`config.mk`:
```
export PLATFORM = sky130hd
export DESIGN_NAME = fib_text_sequencer
export DESIGN_NICKNAME = d
export VERILOG_FILES = /design/src/rtl/fib_text_pkg.sv /design/src/rtl/bin2bcd_seq.sv /design/src/rtl/fib_text_sequencer.sv
export SDC_FILE = /design/constraint.sdc
export NUM_CORES = 1
export LEC_CHECK = 0
export CAP_MARGIN = 30
export CORE_ASPECT_RATIO = 0.5
export CORE_MARGIN = 5
export CORE_UTILIZATION = 39
export DETAILED_ROUTE_END_ITERATION = 6
export GPL_TIMING_DRIVEN = 0
export SYNTH_ARGS = -nofsm -noshare
export SYNTH_HDL_FRONTEND = slang
export SYNTH_HIERARCHICAL = 1
export SYNTH_SLANG_ARGS = --single-unit
```
`constraint.sdc`:
```
create_clock -name pixel_clock -period 9.66 [get_ports pixel_clock]
set_input_delay 1.449 -clock pixel_clock [delete_from_list [all_inputs] [get_ports pixel_clock]]
set_output_delay 1.449 -clock pixel_clock [all_outputs]
set_load 0.005 [all_outputs]
```
`src/rtl/fib_text_pkg.sv`:
```
// Shared types and ASCII constants for the Fibonacci text line sequencer.
package fib_text_pkg;

  typedef enum logic [2:0] {
    RENDER,
    CONVERT,
    WRITE,
    WAIT,
    ADVANCE,
    HALT
  } state_t;

  localparam logic [7:0] CH_F     = 8'h46;
  localparam logic [7:0] CH_I     = 8'h49;
  localparam logic [7:0] CH_B     = 8'h42;
  localparam logic [7:0] CH_COLON = 8'h3A;
  localparam logic [7:0] CH_SPACE = 8'h20;
  localparam logic [7:0] CH_ZERO  = 8'h30;
  localparam logic [7:0] CH_D     = 8'h44;
  localparam logic [7:0] CH_O     = 8'h4F;
  localparam logic [7:0] CH_N     = 8'h4E;
  localparam logic [7:0] CH_E     = 8'h45;

  // Fixed four-character prefix: "FIB:" for values, "DONE" once the sequence ends.
  function automatic logic [7:0] header_char(input logic done_text, input logic [1:0] pos);
    case ({done_text, pos})
      3'b000:  return CH_F;
      3'b001:  return CH_I;
      3'b010:  return CH_B;
      3'b011:  return CH_COLON;
      3'b100:  return CH_D;
      3'b101:  return CH_O;
      3'b110:  return CH_N;
      default: return CH_E;
    endcase
  endfunction

endpackage

```
`src/rtl/bin2bcd_seq.sv`:
```
// Sequential double-dabble: 12-bit binary to 4 BCD digits, valid 12 cycles after start.
module bin2bcd_seq (
  input  logic        pixel_clock,
  input  logic        reset,
  input  logic        start,
  input  logic [11:0] bin,
  output logic        valid,
  output logic [15:0] bcd
);

  logic [27:0] shift_reg;
  logic [3:0]  shift_cnt;
  logic        active;

  function automatic logic [27:0] dabble_step(input logic [27:0] z);
    logic [27:0] t;
    t = z;
    for (int d = 0; d < 4; d++) begin
      if (t[12 + 4*d +: 4] >= 4'd5)
        t[12 + 4*d +: 4] = t[12 + 4*d +: 4] + 4'd3;
    end
    return {t[26:0], 1'b0};
  endfunction

  // The load edge already performs the first shift (no add-3 is needed on all-zero digits),
  // so eleven further shifts finish the conversion twelve edges after start.
  always_ff @(posedge pixel_clock or negedge reset) begin
    if (!reset) begin
      shift_reg <= '0;
      shift_cnt <= '0;
      active    <= 1'b0;
      valid     <= 1'b0;
    end else if (start) begin
      shift_reg <= {15'd0, bin, 1'b0};
      shift_cnt <= 4'd1;
      active    <= 1'b1;
      valid     <= 1'b0;
    end else if (active) begin
      shift_reg <= dabble_step(shift_reg);
      shift_cnt <= shift_cnt + 4'd1;
      if (shift_cnt == 4'd11) begin
        active <= 1'b0;
        valid  <= 1'b1;
      end
    end
  end

  assign bcd = shift_reg[27:12];

endmodule

```
`src/rtl/fib_text_sequencer.sv`:
```
// Steps the Fibonacci sequence on a prescaled tick and streams "FIB:<n>" / "DONE"
// into the character RAM one accepted write at a time.
module fib_text_sequencer #(
  parameter int         TICK_DIV   = 25000000,
  parameter logic [6:0] TEXT_LINE  = 7'd2,
  parameter logic [6:0] TEXT_COL0  = 7'd0,
  parameter int         N_COLS     = 12,
  parameter int         LAST_INDEX = 14
) (
  input  logic        pixel_clock,
  input  logic        reset,
  input  logic        enable,
  input  logic        restart,
  input  logic        wr_ready,
  output logic        wr_en,
  output logic [13:0] wr_addr,
  output logic [7:0]  wr_data,
  output logic [11:0] fib_value,
  output logic        busy,
  output logic        done,
  output logic        overrun
);
  import fib_text_pkg::*;

  localparam int         PRESC_W  = (TICK_DIV > 2) ? $clog2(TICK_DIV) : 1;
  localparam logic [3:0] LAST_COL = 4'(N_COLS - 1);
  localparam logic [7:0] LAST_IDX = 8'(LAST_INDEX);

  state_t             state, state_next;
  logic [PRESC_W-1:0] presc;
  logic               tick;
  logic               pending;
  logic               done_text;
  logic [3:0]         col;
  logic [7:0]         index;
  logic [11:0]        a, b;
  logic               bcd_start, bcd_valid;
  logic [11:0]        bcd_bin;
  logic [15:0]        bcd;
  logic [2:0]         num_digits;
  logic [3:0]         digit_pos, digit_sel, digit;
  logic [7:0]         char_k;

  assign tick = enable && (presc == PRESC_W'(TICK_DIV - 1));

  always_ff @(posedge pixel_clock or negedge reset) begin
    if (!reset)
      presc <= '0;
    else if (!enable || tick)
      presc <= '0;
    else
      presc <= presc + PRESC_W'(1);
  end

  // ADVANCE updates fib_value on the same edge the converter loads, so feed it the new value.
  assign bcd_bin = (state == ADVANCE) ? b : fib_value;

  bin2bcd_seq u_bcd (
    .pixel_clock (pixel_clock),
    .reset       (reset),
    .start       (bcd_start),
    .bin         (bcd_bin),
    .valid       (bcd_valid),
    .bcd         (bcd)
  );

  always_ff @(posedge pixel_clock or negedge reset) begin
    if (!reset)
      state <= RENDER;
    else
      state <= state_next;
  end

  always_comb begin
    state_next = state;
    bcd_start  = 1'b0;
    unique case (state)
      RENDER: begin
        state_next = CONVERT;
        bcd_start  = 1'b1;
      end
      CONVERT: if (bcd_valid) state_next = WRITE;
      WRITE:   if (wr_ready && col == LAST_COL) state_next = done_text ? HALT : WAIT;
      WAIT:    if (tick || pending) state_next = ADVANCE;
      ADVANCE: begin
        if (index == LAST_IDX) begin
          state_next = WRITE;
        end else begin
          state_next = CONVERT;
          bcd_start  = 1'b1;
        end
      end
      HALT:    state_next = HALT;
      default: state_next = RENDER;
    endcase
    if (restart) begin
      state_next = RENDER;
      bcd_start  = 1'b0;
    end
  end

  // Fibonacci registers, one-deep tick buffer and column counter; restart outranks any tick.
  always_ff @(posedge pixel_clock or negedge reset) begin
    if (!reset) begin
      index     <= '0;
      a         <= '0;
      b         <= 12'd1;
      fib_value <= '0;
      pending   <= 1'b0;
      overrun   <= 1'b0;
      done_text <= 1'b0;
      col       <= '0;
    end else if (restart) begin
      index     <= '0;
      a         <= '0;
      b         <= 12'd1;
      fib_value <= '0;
      pending   <= 1'b0;
      done_text <= 1'b0;
      col       <= '0;
    end else begin
      case (state)
        WAIT: pending <= pending && tick;
        HALT: pending <= pending;
        default: begin
          if (tick) begin
            if (pending) overrun <= 1'b1;
            else         pending <= 1'b1;
          end
        end
      endcase
      if (state == ADVANCE) begin
        if (index == LAST_IDX) begin
          done_text <= 1'b1;
        end else begin
          a         <= b;
          b         <= a + b;
          index     <= index + 8'd1;
          fib_value <= b;
        end
      end
      if (state == WRITE && wr_ready)
        col <= (col == LAST_COL) ? 4'd0 : col + 4'd1;
    end
  end

  // Character for column k: prefix, then significant digits only, then space padding.
  always_comb begin
    num_digits = (bcd[15:12] != 4'd0) ? 3'd4 :
                 (bcd[11:8]  != 4'd0) ? 3'd3 :
                 (bcd[7:4]   != 4'd0) ? 3'd2 : 3'd1;
    digit_pos  = col - 4'd4;
    digit_sel  = {1'b0, num_digits} - 4'd1 - digit_pos;
    case (digit_sel)
      4'd0:    digit = bcd[3:0];
      4'd1:    digit = bcd[7:4];
      4'd2:    digit = bcd[11:8];
      4'd3:    digit = bcd[15:12];
      default: digit = bcd[3:0];
    endcase
    char_k = CH_SPACE;
    if (col < 4'd4)
      char_k = header_char(done_text, col[1:0]);
    else if (!done_text && digit_pos < {1'b0, num_digits})
      char_k = CH_ZERO + {4'd0, digit};
  end

  assign wr_en   = (state == WRITE);
  assign busy    = (state == CONVERT) || (state == WRITE);
  assign done    = (state == HALT);
  assign wr_addr = wr_en ? {TEXT_LINE, TEXT_COL0 + 7'(col)} : 14'd0;
  assign wr_data = wr_en ? char_k : 8'd0;

endmodule
```
## After elaboration in Yosys (flattened, before gate mapping)

Index checks and enable logic that the tools add are counted.

- Add/subtract/negate cells: 13
- Multiply operators: 0
- Div/mod/pow operators: 0
- $lt $le $gt $ge: 6
- Equal/unequal tests: 23
- Shift-type cells: 0
- Multiplexer cells: 53
- Bitwise logic cells: 2
- Reductions and logical operators: 28

Operators by type and width:

| operator | count |
|---|---|
| $mux 12 | 7 |
| $mux 28 | 2 |
| $pmux 7 s7 | 1 |
| $mux 8 | 5 |
| $mux 4 | 8 |
| $add 25x1->25 const B | 1 |
| $eq 25x25->1 const B | 1 |
| $mux 25 | 1 |
| $mux 3 | 7 |
| $pmux 3 s6 | 1 |
| $ge 4x3->1 const B | 4 |
| $eq 3x3->1 const B | 5 |
| $mux 1 | 13 |
| $add 12x12->12 | 1 |
| $add 4x2->4 const B | 3 |
| $eq 3x2->1 const B | 4 |
| $pmux 4 s3 | 1 |
| $reduce_bool 4->1 | 3 |
| $reduce_bool 2->1 | 5 |
| $mux 9 | 1 |
| $add 4x1->4 const B | 2 |
| $add 8x1->8 const B | 1 |
| $eq 4x2->1 const B | 2 |
| $eq 4x4->1 const B | 2 |
| other kinds (26) | 44 |

- Bits in registers: 101
- Latch bits: 0
- RAM bits: 0
- Memory bits (read-only): 0
- Bits of input ports: 5
- Output and inout port bits: 38
- Logic and storage cells: 138
- Memories kept: 0

## Longest topological paths before layout

- Word-level depth: 12
- Gate-level depth with buffers: 11
- Mapped depth without buffers: 10

## Cells and area by module

Netlist, hierarchy kept.

Modules (own cells, without submodules):

| module | instances | cells each | area an instance (sq um) | seq. area each (sq um) |
|---|---|---|---|---|
| fib_text_sequencer | 1 | 520 | 4,633.2 | 1,677.9 |
| bin2bcd_seq | 1 | 203 | 1,916.8 | 825.8 |

## Worst setup path before layout

OpenSTA, ideal clock, no wires.

- Path kind: reg2out
- Start point: reg u_bcd.shift_reg[16]
- End point: out wr_data[1]
- Data arrival time: 2.827 ns
- Required time: 8.211 ns
- Slack: 5.384 ns
- Cell stages (with the launch flop): 11
- Path buffers: 1
- Cells stage by stage: dfrtp_1 buf_4 or4_1 o21ai_0 inv_1 ha_1 a211o_1 nor4_1 o22a_1 nor2_1 o32ai_1

- Word-level cells in the longest chain between the ends: 12
- Elaborated cells on any way between the ends: 16
- Those cells by class: add/sub: 3; order compare: 1; eq/ne: 3; mux: 7; reduce/logical: 2

RTL lines:

| what | line | RTL |
|---|---|---|
| start: declaration | bin2bcd_seq.sv:11 | `logic [27:0] shift_reg;` |
| start signal: assignment | bin2bcd_seq.sv:34 | `shift_reg <= {15'd0, bin, 1'b0};` |
| start signal: assignment | bin2bcd_seq.sv:39 | `shift_reg <= dabble_step(shift_reg);` |
| $reduce_bool 4->1 | fib_text_sequencer.sv:151 | `(bcd[7:4] != 4'd0) ? 3'd2 : 3'd1;` |
| $mux 2 | fib_text_sequencer.sv:151 |  |
| $mux 2 | fib_text_sequencer.sv:150 | `(bcd[11:8] != 4'd0) ? 3'd3 :` |
| $mux 3 | fib_text_sequencer.sv:149 | `num_digits = (bcd[15:12] != 4'd0) ? 3'd4 :` |
| $sub 3x1->4 | fib_text_sequencer.sv:153 | `digit_sel = {1'b0, num_digits} - 4'd1 - digit_pos;` |
| $sub 4x4->4 | fib_text_sequencer.sv:153 |  |
| $eq 4x2->1 / $eq 4x1->1 (equally long branches) | fib_text_sequencer.sv:154 | `case (digit_sel)` |
| $pmux 4 s3 | fib_text_sequencer.sv:154 |  |
| $add 6x4->7 | fib_text_sequencer.sv:165 | `char_k = CH_ZERO + {4'd0, digit};` |
| $mux 7 * | fib_text_sequencer.sv:164 | `else if (!done_text && digit_pos < {1'b0, num_digits})` |
| $mux 8 * | fib_text_sequencer.sv:162 | `if (col < 4'd4)` |
| $mux 8 * | fib_text_sequencer.sv:172 | `assign wr_data = wr_en ? char_k : 8'd0;` |
| end: declaration | fib_text_sequencer.sv:17 | `output logic [7:0] wr_data,` |

Every way passes the cells marked *; elsewhere a longest branch is shown, timed or not.

## Worst setup path in the final report

Ends and elaborated chain as after synthesis.

==> results.txt <==
R2R cell count: 9
initial antenna violation count: 0
max reg flops: 27
RSZ-0062 raised after global routing: false
Nets: 819
flops & latches, synth: 100
Routability Congestion: 0.831
CTS tree: built
mean area per synthesized cell: 9.06 um^2
CTS root buffer: clkbuf_16
CP max FO: 6
final wirelength: 15.0 mm
ys async rst share: 1.00
die area: 19600 um^2
hold path endpoint: overrun
count of cell types in the netlist: 80
status: finished clean
relative max-transition margin: 0.569
hold bufs inserted after CTS: 0
Die Height: 102 um
Slew @ Worst Pin: 0.637 ns
max-slew violations: 0
final clock skew: 0.00860 ns
worst path required time: 8.21 ns
number of global-route vias before repair: 5155
Post CTS Setup Buffer Count: 0
area added between synthesis and finish: 14.6%
crit path DAT: 4.02 ns
DR WL/cell: 14.9 um
beginning of the worst hold path: overrun
crit path launch: u_bcd/shift_reg[16]
top_reg_cell synth: dfrtp_1
Placed Area: 7220 um^2
DRC: 0
Tot GR Track Use: 0.159
Max Cap Viol: 0
largest net degree at the start of global routing: 70
register area: 2500 um^2
reg2reg start: index[0]
Post-Layout Cell Count: 1009
CTS Sinks: 100
Reg clk slew, reported paths: 0.08 ns
I/O pins: 43
grt ovf: 0
Hold Path Depth: 1
Hold Crit Class: reg -> reg
Seq/Total Area, Yosys: 0.382
final-layout fill cell count: 1613
Critical Path Max Stage Delay: 0.56 ns
core area: 16400 um^2
DP HPWL: 11.1 mm
placed cells: 993
routed vias: 5268
CP cell instances: buf_4, or4_1, o21ai_0, inv_1, ha_1, a211o_1, nor4_1, o22a_1, nor2_1, o32ai_1, clkdlybuf4s50_1
die width: 193 um
setup TNS: 0 ns
FMAX: 183 MHz
Starting Density: 0.399
multi-input combinational cell area: 3590 um^2
1st-iter DRT viols: 384
layout cells sized above 1: 0.123
cell count after synthesis: 723
Final period util: 0.566
LEAKAGE: 3.39 nW
final worst path period need: 5.47 ns
CTS Buffer Depth: 2
drt pass-1 iters: 5
post-route cell area: 7510 um^2
R2R Setup Slk: 7.27 ns
row cnt: 33
global-route wire length before repair: 25.9 mm
Antenna Violating Nets Remaining: 0
Post-synth EDFFs: 0
Pwr per Cell Area: 202 nW/um^2
path type of the worst setup path: reg -> out
synthesis warning total: 6
Final setup viols: 0
CTS Buf Count: 9
Mapped Area: 6550 um^2
H-tree depth: 3
slowest CP cell: clkdlybuf4s50_1
Peak supply drop: 0.0000998 V
Startpoint Class: flip-flop
Clock Latency Late Sink: 0.35 ns
I/O Buffers: 32
diode count: 0
DR vias/cell: 5.22
PostCTS Resize Cnt: 0
Final Hold Vio Count: 0
worst r2r dst: u_bcd/shift_reg[10]
worst hold slack: 0.484 ns
Setup crit end kind: output port
[cell families after synthesis]
group | count (synthesis) | synth area share
muxes | 29 | 0.0466
other | 1 | 0.000573
DFF | 100 | 0.382
AOI/OAI and AO/OA | 146 | 0.149
adders and majority gates | 37 | 0.0730
buffers and inverters | 91 | 0.0755
xor gates and xnor gates | 42 | 0.0562
and+or+nand+nor | 277 | 0.217
[how the worst max path moves through the flow]
stage | endpoint | cells past startpoint | slack, ns
final | wr_data[1] | 11 | 4.19
after global routing | wr_data[0] | 12 | 3.87
after CTS | wr_data[1] | 11 | 4.17
after detailed placement | wr_data[1] | 11 | 4.58
after global placement | u_bcd/shift_reg[6] | 1 | 3.18
after floorplan | wr_data[1] | 10 | 5.38
[worst max-delay path, delay by kind of cell (launching register included)]
family | cells | cell delay [ns]
simple gates | 3 | 0.84
compound gates | 4 | 1.26
fa+ha+maj | 1 | 0.30
buf+inv | 3 | 0.82
flops | 1 | 0.45
[metrics by stage]
step / util / total power [mW] / setup WS [ns]
5_1_grt: 0.457 / 1.64 / 3.87
3_5_place_dp: 0.440 / 1.17 / 4.58
3_3_place_gp: 0.437 / 1.15 / 3.18
2_1_floorplan: - / 1.00 / 5.38
6_report: 0.457 / 1.52 / 4.19
4_1_cts: 0.457 / 1.53 / 4.17
[cell usage after synthesis (all sizes together) (15+ instances only)]
| cell type | number | share of area |
|---|---|---|
| xor2 | 23 | 0.031 |
| inv | 31 | 0.018 |
| nor2 | 63 | 0.036 |
| xnor2 | 19 | 0.025 |
| and3 | 15 | 0.015 |
| nand3 | 32 | 0.024 |
| o21ai | 36 | 0.028 |
| ha | 35 | 0.067 |
| nand2 | 78 | 0.045 |
| mux2i | 17 | 0.026 |
| buf | 48 | 0.051 |
| dfrtp | 99 | 0.38 |
| a21oi | 44 | 0.034 |
| nor4 | 17 | 0.019 |
[per-layer routing]
metal	vias to the layer above	part of all wire	track usage
met5	-	0	0
met4	0	0.0072	0.0326
met3	9	0.036	0.0319
met2	84	0.44	0.251
met1	2520	0.52	0.230
li1	2655	-	-
[where the power goes]
| part | leakage [nW] | internal [mW] | switching, mW | total (mW) |
|---|---|---|---|---|
| clock | 0.133 | 0.179 | 0.172 | 0.351 |
| combinational | 1.89 | 0.285 | 0.362 | 0.647 |
| sequential | 1.36 | 0.465 | 0.0540 | 0.519 |
| total | 3.39 | 0.928 | 0.588 | 1.52 |
[cell type report]
class                           instances  share of cell area
Clock inverter                          7             0.00783
Buffer                                 60              0.0503
Clock buffer                            9              0.0300
Sequential cell                       100               0.333
Multi-Input combinational cell        541               0.478
Inverter                               31              0.0155
Tap cell                              227              0.0378
Timing Repair Buffer                   34              0.0473
[cell usage in the layout, fill, tap and decap left out, types with 17 or more instances in the layout]
| cell | count |
|---|---|
| nand3_1 | 32 |
| ha_1 | 35 |
| dfrtp_1 | 99 |
| nor2_1 | 63 |
| xor2_1 | 23 |
| clkdlybuf4s50_1 | 31 |
| a21oi_1 | 44 |
| buf_4 | 31 |
| mux2i_1 | 17 |
| nand2_1 | 78 |
| o21ai_0 | 35 |
| inv_1 | 30 |
| xnor2_1 | 19 |
No activity file was read; power rests on OpenSTA's default activity.
